[src/rtl/tx_uart_cfg.sv]
// Runtime-configurable UART transmitter: LSB-first data, optional even/odd parity, one or two stop bits.
// Frame configuration is captured when a request is accepted, so the inputs may change freely mid-frame.
//
//   state    | meaning
//   ---------+----------------------------------------------------------
//   S_IDLE   | line high, waiting for i_tx_start; ticks ignored
//   S_START  | start bit (line low) for N_TICKS ticks
//   S_DATA   | DATA_BITS data bits, LSB first, N_TICKS ticks each
//   S_PARITY | parity bit from the latched word, N_TICKS ticks
//   S_STOP   | line high for N_TICKS or 2*N_TICKS ticks, then done pulse
module tx_uart_cfg #(
   parameter int DATA_BITS = 8,
   parameter int N_TICKS   = 16
) (
   input  logic                 i_clk,
   input  logic                 i_reset,
   input  logic                 i_ticks,
   input  logic                 i_tx_start,
   input  logic [DATA_BITS-1:0] i_data_in,
   input  logic [1:0]           i_parity_mode,
   input  logic                 i_stop_2,
   output logic                 o_busy,
   output logic                 o_tx_done,
   output logic                 o_data_out
);

   localparam int TW = $clog2(N_TICKS);
   localparam int BW = $clog2(DATA_BITS);

   localparam logic [TW:0]   C_BIT_LAST   = (TW+1)'(N_TICKS - 1);
   localparam logic [TW:0]   C_STOP2_LAST = (TW+1)'(2 * N_TICKS - 1);
   localparam logic [BW-1:0] C_BITS_LAST  = BW'(DATA_BITS - 1);

   typedef enum logic [2:0] {
      S_IDLE,
      S_START,
      S_DATA,
      S_PARITY,
      S_STOP
   } state_t;

   state_t               r_state;
   logic [TW:0]          r_tick_cnt;
   logic [BW-1:0]        r_bit_cnt;
   logic [DATA_BITS-1:0] r_shift;
   logic [DATA_BITS-1:0] r_data;
   logic [1:0]           r_pmode;
   logic                 r_stop2;
   logic                 r_busy;
   logic                 r_done;
   logic                 r_line;

   logic                 w_bit_end;
   logic                 w_par_en;
   logic                 w_par_bit;
   logic [TW:0]          w_stop_last;

   // Down-counter reloaded at every bit start; the bit ends on the tick that finds it at zero.
   assign w_bit_end   = i_ticks && (r_tick_cnt == '0);
   assign w_par_en    = (r_pmode == 2'd1) || (r_pmode == 2'd2);
   assign w_par_bit   = (^r_data) ^ (r_pmode == 2'd2);
   assign w_stop_last = r_stop2 ? C_STOP2_LAST : C_BIT_LAST;

   always_ff @(posedge i_clk) begin
      if (i_reset) begin
         r_state    <= S_IDLE;
         r_tick_cnt <= '0;
         r_bit_cnt  <= '0;
         r_shift    <= '0;
         r_data     <= '0;
         r_pmode    <= 2'd0;
         r_stop2    <= 1'b0;
         r_busy     <= 1'b0;
         r_done     <= 1'b0;
         r_line     <= 1'b1;
      end else begin
         r_done <= 1'b0;

         if (r_state != S_IDLE && i_ticks && r_tick_cnt != '0) begin
            r_tick_cnt <= r_tick_cnt - 1'b1;
         end

         case (r_state)
            S_IDLE: begin
               r_tick_cnt <= '0;
               r_line     <= 1'b1;
               if (i_tx_start) begin
                  r_shift    <= i_data_in;
                  r_data     <= i_data_in;
                  r_pmode    <= i_parity_mode;
                  r_stop2    <= i_stop_2;
                  r_tick_cnt <= C_BIT_LAST;
                  r_bit_cnt  <= '0;
                  r_line     <= 1'b0;
                  r_busy     <= 1'b1;
                  r_state    <= S_START;
               end
            end

            S_START: begin
               if (w_bit_end) begin
                  r_line     <= r_shift[0];
                  r_tick_cnt <= C_BIT_LAST;
                  r_bit_cnt  <= '0;
                  r_state    <= S_DATA;
               end
            end

            S_DATA: begin
               if (w_bit_end) begin
                  if (r_bit_cnt == C_BITS_LAST) begin
                     if (w_par_en) begin
                        r_line     <= w_par_bit;
                        r_tick_cnt <= C_BIT_LAST;
                        r_state    <= S_PARITY;
                     end else begin
                        r_line     <= 1'b1;
                        r_tick_cnt <= w_stop_last;
                        r_state    <= S_STOP;
                     end
                  end else begin
                     r_shift    <= r_shift >> 1;
                     r_line     <= r_shift[1];
                     r_bit_cnt  <= r_bit_cnt + 1'b1;
                     r_tick_cnt <= C_BIT_LAST;
                  end
               end
            end

            S_PARITY: begin
               if (w_bit_end) begin
                  r_line     <= 1'b1;
                  r_tick_cnt <= w_stop_last;
                  r_state    <= S_STOP;
               end
            end

            S_STOP: begin
               if (w_bit_end) begin
                  r_line     <= 1'b1;
                  r_busy     <= 1'b0;
                  r_done     <= 1'b1;
                  r_tick_cnt <= '0;
                  r_state    <= S_IDLE;
               end
            end

            default: begin
               r_state <= S_IDLE;
               r_busy  <= 1'b0;
               r_line  <= 1'b1;
            end
         endcase
      end
   end

   assign o_busy     = r_busy;
   assign o_tx_done  = r_done;
   assign o_data_out = r_line;

endmodule

[config.mk]
export PLATFORM = sky130hd
export DESIGN_NAME = tx_uart_cfg
export DESIGN_NICKNAME = d
export VERILOG_FILES = /design/src/rtl/tx_uart_cfg.sv
export SDC_FILE = /design/constraint.sdc
export NUM_CORES = 1
export LEC_CHECK = 0
export ABC_AREA = 1
export ABC_CLOCK_PERIOD_IN_PS = 1500
export CORE_MARGIN = 5
export CORE_UTILIZATION = 50
export DETAILED_ROUTE_END_ITERATION = 7
export PLACE_DENSITY = 0.77
export SLEW_MARGIN = 10
export SYNTH_ARGS = -nofsm -noshare
export SYNTH_HDL_FRONTEND = slang
export SYNTH_SLANG_ARGS = --single-unit
[constraint.sdc]
create_clock -name i_clk -period 1.5 [get_ports i_clk]
set_input_delay 0.3 -clock i_clk [delete_from_list [all_inputs] [get_ports i_clk]]
set_output_delay 0.3 -clock i_clk [all_outputs]
set_load 0.005 [all_outputs]
After elaboration in Yosys (flattened, before gate mapping)
Index checks and enable logic that the tools add are counted.

Add/subtract/negate cells: 2. Multipliers: 0. Divide/modulo/power cells: 0. Order comparisons: 0. Equal/unequal tests: 15. Shift-type cells: 0. Multiplexer cells: 37. Bitwise gates (word level): 3. Reductions and logical operators: 20.

Operators by type and width (count): 2-to-1 mux 5 bit (8); 2-to-1 mux 3 bit (10); case mux 5 bit (5 select lines) (1); 2-to-1 mux 8 bit (3); case mux 8 bit (2 select lines) (1); case mux 3 bit (5 select lines) (1); inequality test 2 bit, second input constant (7); 2-to-1 mux 1 bit (9); case mux 3 bit (3 select lines) (1); parity 8 bit (1); equality test 3 x 2 -> 1 bit, second input constant (2); equality test 3 bit, second input constant (2); AND reduction 3 bit (2); AND reduction 6 bit (1); nonzero test 3 bit (2); logical NOT 5 bit (1); AND reduction 5 bit (1); nonzero test 5 bit (1); subtractor 5 x 1 -> 5 bit, second input constant (1); 2-to-1 mux 4 bit (1); case mux 1 bit (4 select lines) (1); AND reduction 4 bit (1); OR reduction 2 bit (2); adder 3 x 1 -> 3 bit, second input constant (1); 13 further kinds (16).

Register bits after elaboration: 33. Bits in latches: 0. Memory bits (writable): 0. Bits in read-only memories: 0. Output and inout port bits: 3. Logic and storage cells: 87. Memories: 0.

Longest topological paths before layout
Gate-level depths: netlist of run 1.

Depth in word-level cells: 6. Gate-level depth with buffers: 14. Depth with buffers taken out: 14.

Least setup slack after synthesis of run 1
OpenSTA, ideal clock, no wires.

Path kind: flip-flop to flip-flop. From: register r_tick_cnt[0]. To: register r_bit_cnt[0]. Library setup time: 0.113 ns. Data arrival time: 1.393 ns. Required time: 1.387 ns. Path slack: -0.006 ns. Cell stages (with the launch flop): 12. Period minus slack after synthesis: 1.506 ns. Path through: dfxtp_1 > inv_1 > ha_1 > nand2_1 > nor2_4 > nand2_2 > nand2_2 > nand3_1 > nor2_2 > o21ai_0 > nand2_1 > nor2_1.

Cells in the longest elaborated chain, start to end: 4.

RTL lines: start, declared (line 43) `logic [TW:0] r_tick_cnt;`; start signal, assigned (line 80) `r_tick_cnt <= r_tick_cnt - 1'b1;`; start signal, assigned (line 118) `r_tick_cnt <= w_stop_last;`; start signal, assigned (line 133) `r_tick_cnt <= w_stop_last;`; logical NOT 5 bit * (line 59) `assign w_bit_end = i_ticks && (r_tick_cnt == '0);`; logical AND 1 bit * (line 59); inequality test 2 bit (no source line); AND reduction 5 bit (no source line) *; end signal, assigned (line 124) `r_bit_cnt <= r_bit_cnt + 1'b1;`; end, declared (line 44) `logic [BW-1:0] r_bit_cnt;`.

Mark *: on every way between the ends. The rest lies on a longest branch, timed or not. A chain may end at the register's enable or synchronous reset.

Final worst setup path of run 1
From: register r_bit_cnt[0]. To: register r_shift[1].

Cells in the longest elaborated chain, start to end: 3.

RTL lines: equality test 3 bit (line 111) `if (r_bit_cnt == C_BITS_LAST) begin`; inequality test 2 bit (no source line); AND reduction 4 bit (no source line); end signal, assigned (line 88) `r_shift <= i_data_in;`; end signal, assigned (line 122) `r_shift <= r_shift >> 1;`; end, declared (line 45) `logic [DATA_BITS-1:0] r_shift;`.

Every way passes these cells.

==> out/summary.log, run 1 <==
qor: setup_path.critical_path.top_delay_family simple AND/OR/NAND/NOR gates
qor: setup_path.critPathArrivalTime 1.70 ns
qor: run_status.outcome completed
qor: clocking.cts_inserted_buffers 5
qor: setup_path.cp.buffers_inverters 0
qor: global_route.first_global_vias 1,575
qor: floorplanning.io_pins 18
qor: timing.worst-slew-pin-transition 0.268 ns
qor: clocking.clkLatencyLatePin 0.33 ns
qor: setup_path.timing.critical_path.slowest_stage_cell sky130_fd_sc_hd__dfxtp_1
qor: logic_synthesis.synth_top_flop_cell sky130_fd_sc_hd__dfxtp_1
qor: setup_path.timing.critical_path.slowest_cell_delay 0.34 ns
qor: timing.final_max_slew_viol_count 0
qor: power_and_ir_drop.static-leakage-power 0.00110 uW
qor: finish.layoutNonFillerInstCount 348
qor: floorplanning.dieArea 4850 um2
qor: setup_path.timing.critical_path.from_type flop
qor: clocking.numClockSinks 33
qor: setup_path.critPathRequiredTime 1.73 ns
qor: clocking.cts-root-buf sky130_fd_sc_hd__clkbuf_4
qor: finish.num_antenna_cells 0
qor: setup_path.cp-end-kind flop
qor: clocking.cts_tree done
qor: clocking.cts-root-to-sink-buffers 2
qor: finish.mostFrequentLayoutCells sky130_fd_sc_hd__nand2_1 (66), sky130_fd_sc_hd__inv_1 (31), sky130_fd_sc_hd__dfxtp_1 (27), sky130_fd_sc_hd__a21oi_1 (23), sky130_fd_sc_hd__buf_4 (22)
qor: place.place_inst 336
qor: floorplanning.initial_core_util 52.4%
qor: global_route.gr-usage-all-layers 17.0%
qor: power_and_ir_drop.power 4170 uW
qor: setup_path.critical_path_cell_sequence ha_1 -> ha_1 -> or2_4 -> nand2_4 -> nand2_8 -> o21ai_1 -> a21oi_1
qor: setup_path.worst-r2r-setup-slack 0.03 ns
qor: finish.areaGrowthSynthToFinish 33.0%
qor: setup_path.critPathMostFrequentCell sky130_fd_sc_hd__ha_1
qor: logic_synthesis.post_synth_instance_area 1780 um2
qor: logic_synthesis.synthCells 258
qor: timing.setup_violations 0
qor: floorplanning.placement_rows 21
qor: global_route.grt_start_max_net_pins 20
qor: place.preCtsSetupSlack -0.156 ns
qor: detailed_routing.drt-initial-drc-count 129
qor: detailed_routing.drt-wirelength-per-cell 11.6 um
qor: finish.mostFrequentLayoutCell sky130_fd_sc_hd__nand2_1
qor: min_path.timing.hold.worst.class reg2reg
qor: power_and_ir_drop.power_per_cell_area 1760 nW/um2
qor: finish.layout.filler_cells 282
qor: logic_synthesis.yosysWarningCount 0
qor: timing.rsz_0062_raised_after_global_routing yes
qor: finish.nNetsFinal 320
qor: timing.tightest_hold_margin 0.453 ns
qor: floorplanning.die_width 69.6 um
qor: logic_synthesis.fraction_of_the_yosys_area_taken_by_sequential_cells 37.2%
qor: place.place.detailed.hpwl 3000 um
qor: finish.drive_gt1_share 26.5%
qor: timing.period_needed 1.47 ns
qor: timing.min_period_over_period 98.1%
qor: detailed_routing.drt-total-wl 4050 um
qor: timing.achievable-frequency 0.680 GHz
qor: detailed_routing.vias 1,741
qor: logic_synthesis.synth_nets 277
qor: logic_synthesis.post_synth_main_area_contributors sky130_fd_sc_hd__dfxtp_1 (37%), sky130_fd_sc_hd__nand2_1 (15%), sky130_fd_sc_hd__o21ai_0 (7.6%)
qor: logic_synthesis.synth.lib_cells_used.distinct 32
qor: detailed_routing.drt-vias-per-instance 5.00
qor: timing.max_slew_margin 82.1%
qor: place.place.gp.congestion 0.848
qor: floorplanning.die-height 69.6 um
qor: detailed_routing.firstDrtPassIters 4
qor: timing.hold_violations 0
qor: setup_path.worstPathMaxFanout 7
qor: power_and_ir_drop.worst_case_vdd_ir_drop 0.00121 V
qor: clocking.clkTransAtPathRegs 0.10 ns
qor: floorplanning.core_region_area 3390 um2
qor: logic_synthesis.asyncSetResetFlopFracSynth 0%
qor: logic_synthesis.yosys_reg_bits 33
qor: timing.fin_ws 0.0291 ns
qor: setup_path.timing_worst_setup_path_type reg2reg
qor: timing.finalClockSkew 0.00883 ns
qor: detailed_routing.antenna_violating_nets_post_route 0
qor: logic_synthesis.synthesis.area_per_instance 6.89 um2
qor: place.port_buffers 17
qor: logic_synthesis.synth_area_leader_cell sky130_fd_sc_hd__dfxtp_1
qor: global_route.grt_first_pass_wirelength 6820 um
qor: clocking.htree_num_levels 2
qor: clocking.cts.hold.buffers_added 0
qor: run.maxCapViolCount 0
qor: logic_synthesis.synth-edff-count 0
qor: detailed_routing.drcViolationCount 0
qor: logic_synthesis.synthDominantCellAreaShare 37.2%
qor: global_route.antenna_violations_before_repair 0
qor: global_route.overflow 0
## cell type report
class,instances,area [um2],area share [%]
multi-input combinational,184,1080,45.8
sequential,33,668,28.3
timing repair buffer,41,367,15.5
inverter,36,138,5.82
tap,46,57.6,2.44
clock buffer,6,41.3,1.75
clock inverter,2,10.0,0.424
## synth_stat cells, types with 3 or more instances
cell type	number
sky130_fd_sc_hd__dfxtp_1	33
sky130_fd_sc_hd__nor2_1	14
sky130_fd_sc_hd__a21oi_1	26
sky130_fd_sc_hd__clkbuf_1	3
sky130_fd_sc_hd__o21ai_0	27
sky130_fd_sc_hd__ha_1	4
sky130_fd_sc_hd__nand2_2	3
sky130_fd_sc_hd__nand2_4	3
sky130_fd_sc_hd__inv_1	33
sky130_fd_sc_hd__nand2_1	72
sky130_fd_sc_hd__nand3_1	8
sky130_fd_sc_hd__nor3_1	3
## worst register-to-register path, stage by stage (launching register included)
cell	delay [ns]
sky130_fd_sc_hd__dfxtp_1	0.34
sky130_fd_sc_hd__ha_1	0.20
sky130_fd_sc_hd__ha_1	0.20
sky130_fd_sc_hd__or2_4	0.27
sky130_fd_sc_hd__nand2_4	0.11
sky130_fd_sc_hd__nand2_8	0.08
sky130_fd_sc_hd__o21ai_1	0.13
sky130_fd_sc_hd__a21oi_1	0.05
## stage by stage
| step | area, um2 | setup TNS (ns) | util [%] |
|---|---|---|---|
| 6_report | 2360 | 0 | 69.7 |
| 3_3_place_gp | 2160 | -0.673 | 63.8 |
| 3_5_place_dp | 2160 | -1.06 | 63.8 |
| 5_1_grt | 2360 | -0.804 | 69.7 |
| 2_1_floorplan | 1800 | 0 | - |
| 4_1_cts | 2280 | -0.00794 | 67.1 |
## state kept, by name (all words and copies together), names as in the netlist
name / flops
o_data_out: 1
r_state: 3
o_tx_done: 1
r_pmode: 2
r_tick_cnt: 5
r_bit_cnt: 3
r_shift: 8
r_data: 8
r_stop2: 1
o_busy: 1
## path summary, 6_finish.rpt
check / start / endpoint / cells past startpoint
worst max-delay path: r_bit_cnt[0] / r_shift[1] / 7
worst min-delay path: r_shift[3] / r_shift[3] / 2
worst max register to register: r_bit_cnt[0] / r_shift[1] / 7
worst min register to register: r_shift[3] / r_shift[3] / 2
## where the power goes
| part | leakage, uW | switching, uW | internal, uW |
|---|---|---|---|
| Clock | 0.0000320 | 287 | 178 |
| Sequential | 0.000273 | 159 | 1140 |
| Combinational | 0.000794 | 1400 | 1000 |
## cell families (layout without fill, tap and decap cells)
| logic type | after synthesis | in the layout | share of synthesized area, % |
|---|---|---|---|
| buf+inv | 42 | 85 | 9.58 |
| compound gates | 64 | 64 | 19.9 |
| simple gates | 113 | 114 | 29.6 |
| flops | 33 | 33 | 37.2 |
| xor+xnor | 2 | 2 | 0.986 |
| fa+ha+maj | 4 | 4 | 2.82 |
## repair_timing
action,CTS,global route
gates resized for setup,21,22
cloned,0,1
pin swaps,5,5
endpoints found under the hold margin,0,0
endpoints found under the setup margin,16,32
setup buffers,1,2
## per-layer routing
layer  track usage [%]  up-vias  routed length (um)
met5                 0        -                   0
met3              4.06        9                 152
li1                  -      926                   -
met4              5.74        0                  74
met2              28.7       31                1950
met1              21.1      775                1870
(Power assumes the default switching activity.)
==> run 2: changes to the inputs <==
--- a/config.mk
+++ b/config.mk
@@ -8,9 +8,9 @@
 export ABC_AREA = 1
 export ABC_CLOCK_PERIOD_IN_PS = 1500
 export CORE_MARGIN = 5
-export CORE_UTILIZATION = 50
+export CORE_UTILIZATION = 45
 export DETAILED_ROUTE_END_ITERATION = 7
-export PLACE_DENSITY = 0.77
+export PLACE_DENSITY = 0.71
 export SLEW_MARGIN = 10
 export SYNTH_ARGS = -nofsm -noshare
 export SYNTH_HDL_FRONTEND = slang
==> run 2 against run 1 <==
Worst hold slack worse by 0.0078 ns. Die area is 9.5% higher. Fmax is 0.46% lower. First-iteration DRC count is 15% lower. Register-to-register slack hardly changed. Setup slack worse by 0.0068 ns. Via count is 2.0% lower. Global-route usage is 1.6 points lower. Design area is 3.5% higher. Combinational power is 7% higher.
==> out/summary.log, run 2 (synthesis results as in run 1) <==
qor: finish.num_antenna_cells 0 [unchanged]
qor: clocking.cts_tree done
qor: timing.setup_violations 0 [unchanged]
qor: timing.finalSetupTns 0 ns [unchanged]
qor: run.maxCapViolCount 0 [unchanged]
qor: setup_path.cp-end-kind flop
qor: setup_path.timing.critical_path.slowest_stage_cell sky130_fd_sc_hd__nor3_2
qor: setup_path.timing.critical_path.slowest_cell_delay 0.35 ns [about the same]
qor: place.port_buffers 17 [unchanged]
qor: setup_path.critPathRequiredTime 1.71 ns [-0.02 ns]
qor: clocking.cts-root-buf sky130_fd_sc_hd__clkbuf_8
qor: power_and_ir_drop.static-leakage-power 0.00114 uW [+3.4%]
qor: clocking.htree_num_levels 2 [unchanged]
qor: setup_path.worst_r2r_endpoint r_state[1]
qor: finish.nNetsFinal 322 [+0.63%]
qor: clocking.cts_inserted_buffers 5 [unchanged]
qor: setup_path.critical_path_cell_sequence buf_4 -> nor3_2 -> buf_4 -> o21bai_1 -> nand4_1 -> a21oi_1
qor: setup_path.r2r_start r_state[2]
qor: min_path.worst_hold_stages 2 [unchanged]
qor: clocking.clkLatencyLatePin 0.29 ns [-0.04 ns]
qor: place.place.gp.congestion 0.920 [+8.5%]
qor: finish.areaGrowthSynthToFinish 37.7%
qor: global_route.grt_first_pass_wirelength 6420 um [-5.8%]
qor: detailed_routing.firstDrtPassIters 4 [unchanged]
qor: finish.mostFrequentLayoutCells sky130_fd_sc_hd__nand2_1 (67), sky130_fd_sc_hd__inv_1 (30), sky130_fd_sc_hd__dfxtp_1 (29), sky130_fd_sc_hd__a21oi_1 (24), sky130_fd_sc_hd__buf_4 (22)
qor: detailed_routing.drcViolationCount 0 [unchanged]
qor: clocking.clkTransAtPathRegs 0.07 ns [-0.03 ns]
qor: finish.mostFrequentLayoutCell sky130_fd_sc_hd__nand2_1
qor: place.place.detailed.hpwl 2870 um [-4.4%]
qor: timing.achievable-frequency 0.677 GHz [-0.46%]
qor: timing.tightest_hold_margin 0.446 ns [-0.00778 ns]
qor: global_route.overflow 0 [unchanged]
qor: floorplanning.initial_core_util 47.5% [-5.0 points]
qor: timing.fin_ws 0.0223 ns [-0.00684 ns]
qor: setup_path.timing_worst_setup_path_type reg2reg
qor: setup_path.worst-r2r-setup-slack 0.02 ns [about the same]
qor: floorplanning.placement_rows 22 [+4.8%]
qor: run_status.outcome completed
qor: min_path.timing.hold.worst.class reg2reg
qor: floorplanning.io_pins 18 [unchanged]
qor: finish.leading_registers_by_flop_count r_data (8), r_shift (8), r_tick_cnt (5)
qor: setup_path.worstPathMaxFanout 4 [-3]
qor: finish.final_core_util 65.3% [-4.4 points]
qor: power_and_ir_drop.power_per_cell_area 1830 nW/um2 [+3.7%]
qor: detailed_routing.drt-initial-drc-count 110 [-15%]
qor: timing.min_period_over_period 98.5% [+0.46 points]
qor: detailed_routing.drt-wirelength-per-cell 11.5 um [-0.75%]
qor: clocking.numClockSinks 33 [unchanged]
qor: floorplanning.die_width 72.8 um [+4.6%]
qor: place.preCtsSetupSlack -0.128 ns [+0.0285 ns]
qor: timing.max_slew_margin 75.4% [-6.7 points]
qor: min_path.min_delay_worst_endpoint r_shift[3]
qor: setup_path.reg2regPathDepth 6 [-1]
qor: clocking.cts-root-to-sink-buffers 2 [unchanged]
qor: global_route.antenna_violations_before_repair 0 [unchanged]
qor: global_route.first_global_vias 1,478 [-6.2%]
qor: timing.worst-slew-pin-transition 0.368 ns [+0.100 ns]
qor: detailed_routing.vias 1,707 [-2.0%]
qor: detailed_routing.antenna_violating_nets_post_route 0 [unchanged]
qor: setup_path.critPathArrivalTime 1.69 ns [about the same]
qor: setup_path.critPathMostFrequentCell sky130_fd_sc_hd__buf_4
qor: floorplanning.dieArea 5300 um2 [+9.5%]
qor: setup_path.timing.critical_path.from_type flop
qor: global_route.gr-usage-all-layers 15.4% [-1.6 points]
qor: floorplanning.core_region_area 3740 um2 [+10%]
qor: timing.period_needed 1.48 ns [+0.00684 ns]
qor: timing.hold_violations 0 [unchanged]
qor: power_and_ir_drop.worst_case_vdd_ir_drop 0.000928 V [-23%]
qor: detailed_routing.drt-vias-per-instance 4.85 [-3.1%]
qor: min_path.worstHoldStart r_shift[3]
qor: timing.rsz_0062_raised_after_global_routing yes
qor: floorplanning.die-height 72.8 um [+4.6%]
qor: timing.final_max_slew_viol_count 0 [unchanged]
qor: timing.finalClockSkew 0.00525 ns [-0.00357 ns]
qor: finish.drive_gt1_share 26.0% [-0.50 points]
qor: detailed_routing.drt-total-wl 4060 um [+0.40%]
qor: global_route.grt_start_max_net_pins 20 [unchanged]
-- run 2: area by class of cell --
type | instances | area, um2
fill | 338 | 1300
multi-input combinational | 184 | 1090
sequential | 33 | 666
timing repair buffer | 43 | 407
inverter | 36 | 138
clock buffer | 6 | 72.6
tap | 48 | 60.1
clock inverter | 2 | 10.0
-- run 2: critical path: cells and delay by family (launching register included) --
family | cells | cell delay [ns]
AOI/OAI and AO/OA | 2 | 0.27
buffers and inverters | 2 | 0.33
DFF | 1 | 0.32
and+or+nand+nor | 2 | 0.47
-- run 2: report_power, final --
| part | total [uW] | internal, uW | switching (uW) |
|---|---|---|---|
| Sequential | 1290 | 1140 | 146 |
| Combinational | 2560 | 1110 | 1450 |
| Clock | 634 | 321 | 314 |
| Total | 4480 | 2570 | 1910 |
-- run 2: metrics by stage --
stage	instances	area [um2]	total power, uW
final	352	2450	4480
after global routing	352	2450	4860
after CTS	346	2280	4110
after global placement	338	2180	3360
after detailed placement	338	2180	3400
after floorplan	258	1800	2780
-- run 2: how the worst max path moves through the flow --
stage | cells after the start | slack [ns] | endpoint | startpoint
finish | 6 | 0.02 | r_state[1] | r_state[2]
global route | 10 | -0.09 | r_tick_cnt[2] | r_tick_cnt[0]
CTS | 11 | -0.03 | r_bit_cnt[0] | r_tick_cnt[0]
detailed placement | 6 | -0.13 | r_tick_cnt[1] | i_ticks
global placement | 7 | -0.12 | r_tick_cnt[3] | i_ticks
floorplan | 11 | 0.02 | r_bit_cnt[0] | r_tick_cnt[0]
-- run 2: per-layer routing --
metal / GRT usage (%) / wire length, um / up-vias
met5: 0 / 0 / -
met4: 7.99 / 103 / 0
met3: 3.44 / 144 / 9
met2: 23.4 / 1950 / 24
met1: 20.3 / 1860 / 751
li1: - / - / 923
-- run 2: what timing repair did --
action | CTS | global route
gates cloned | 0 | 1
hold endpoints to repair | 0 | 0
pin swaps | 2 | 14
setup buffers | 0 | 5
resized for setup | 7 | 34
hold buffers | 0 | 0
endpoints found under the setup margin | 14 | 31
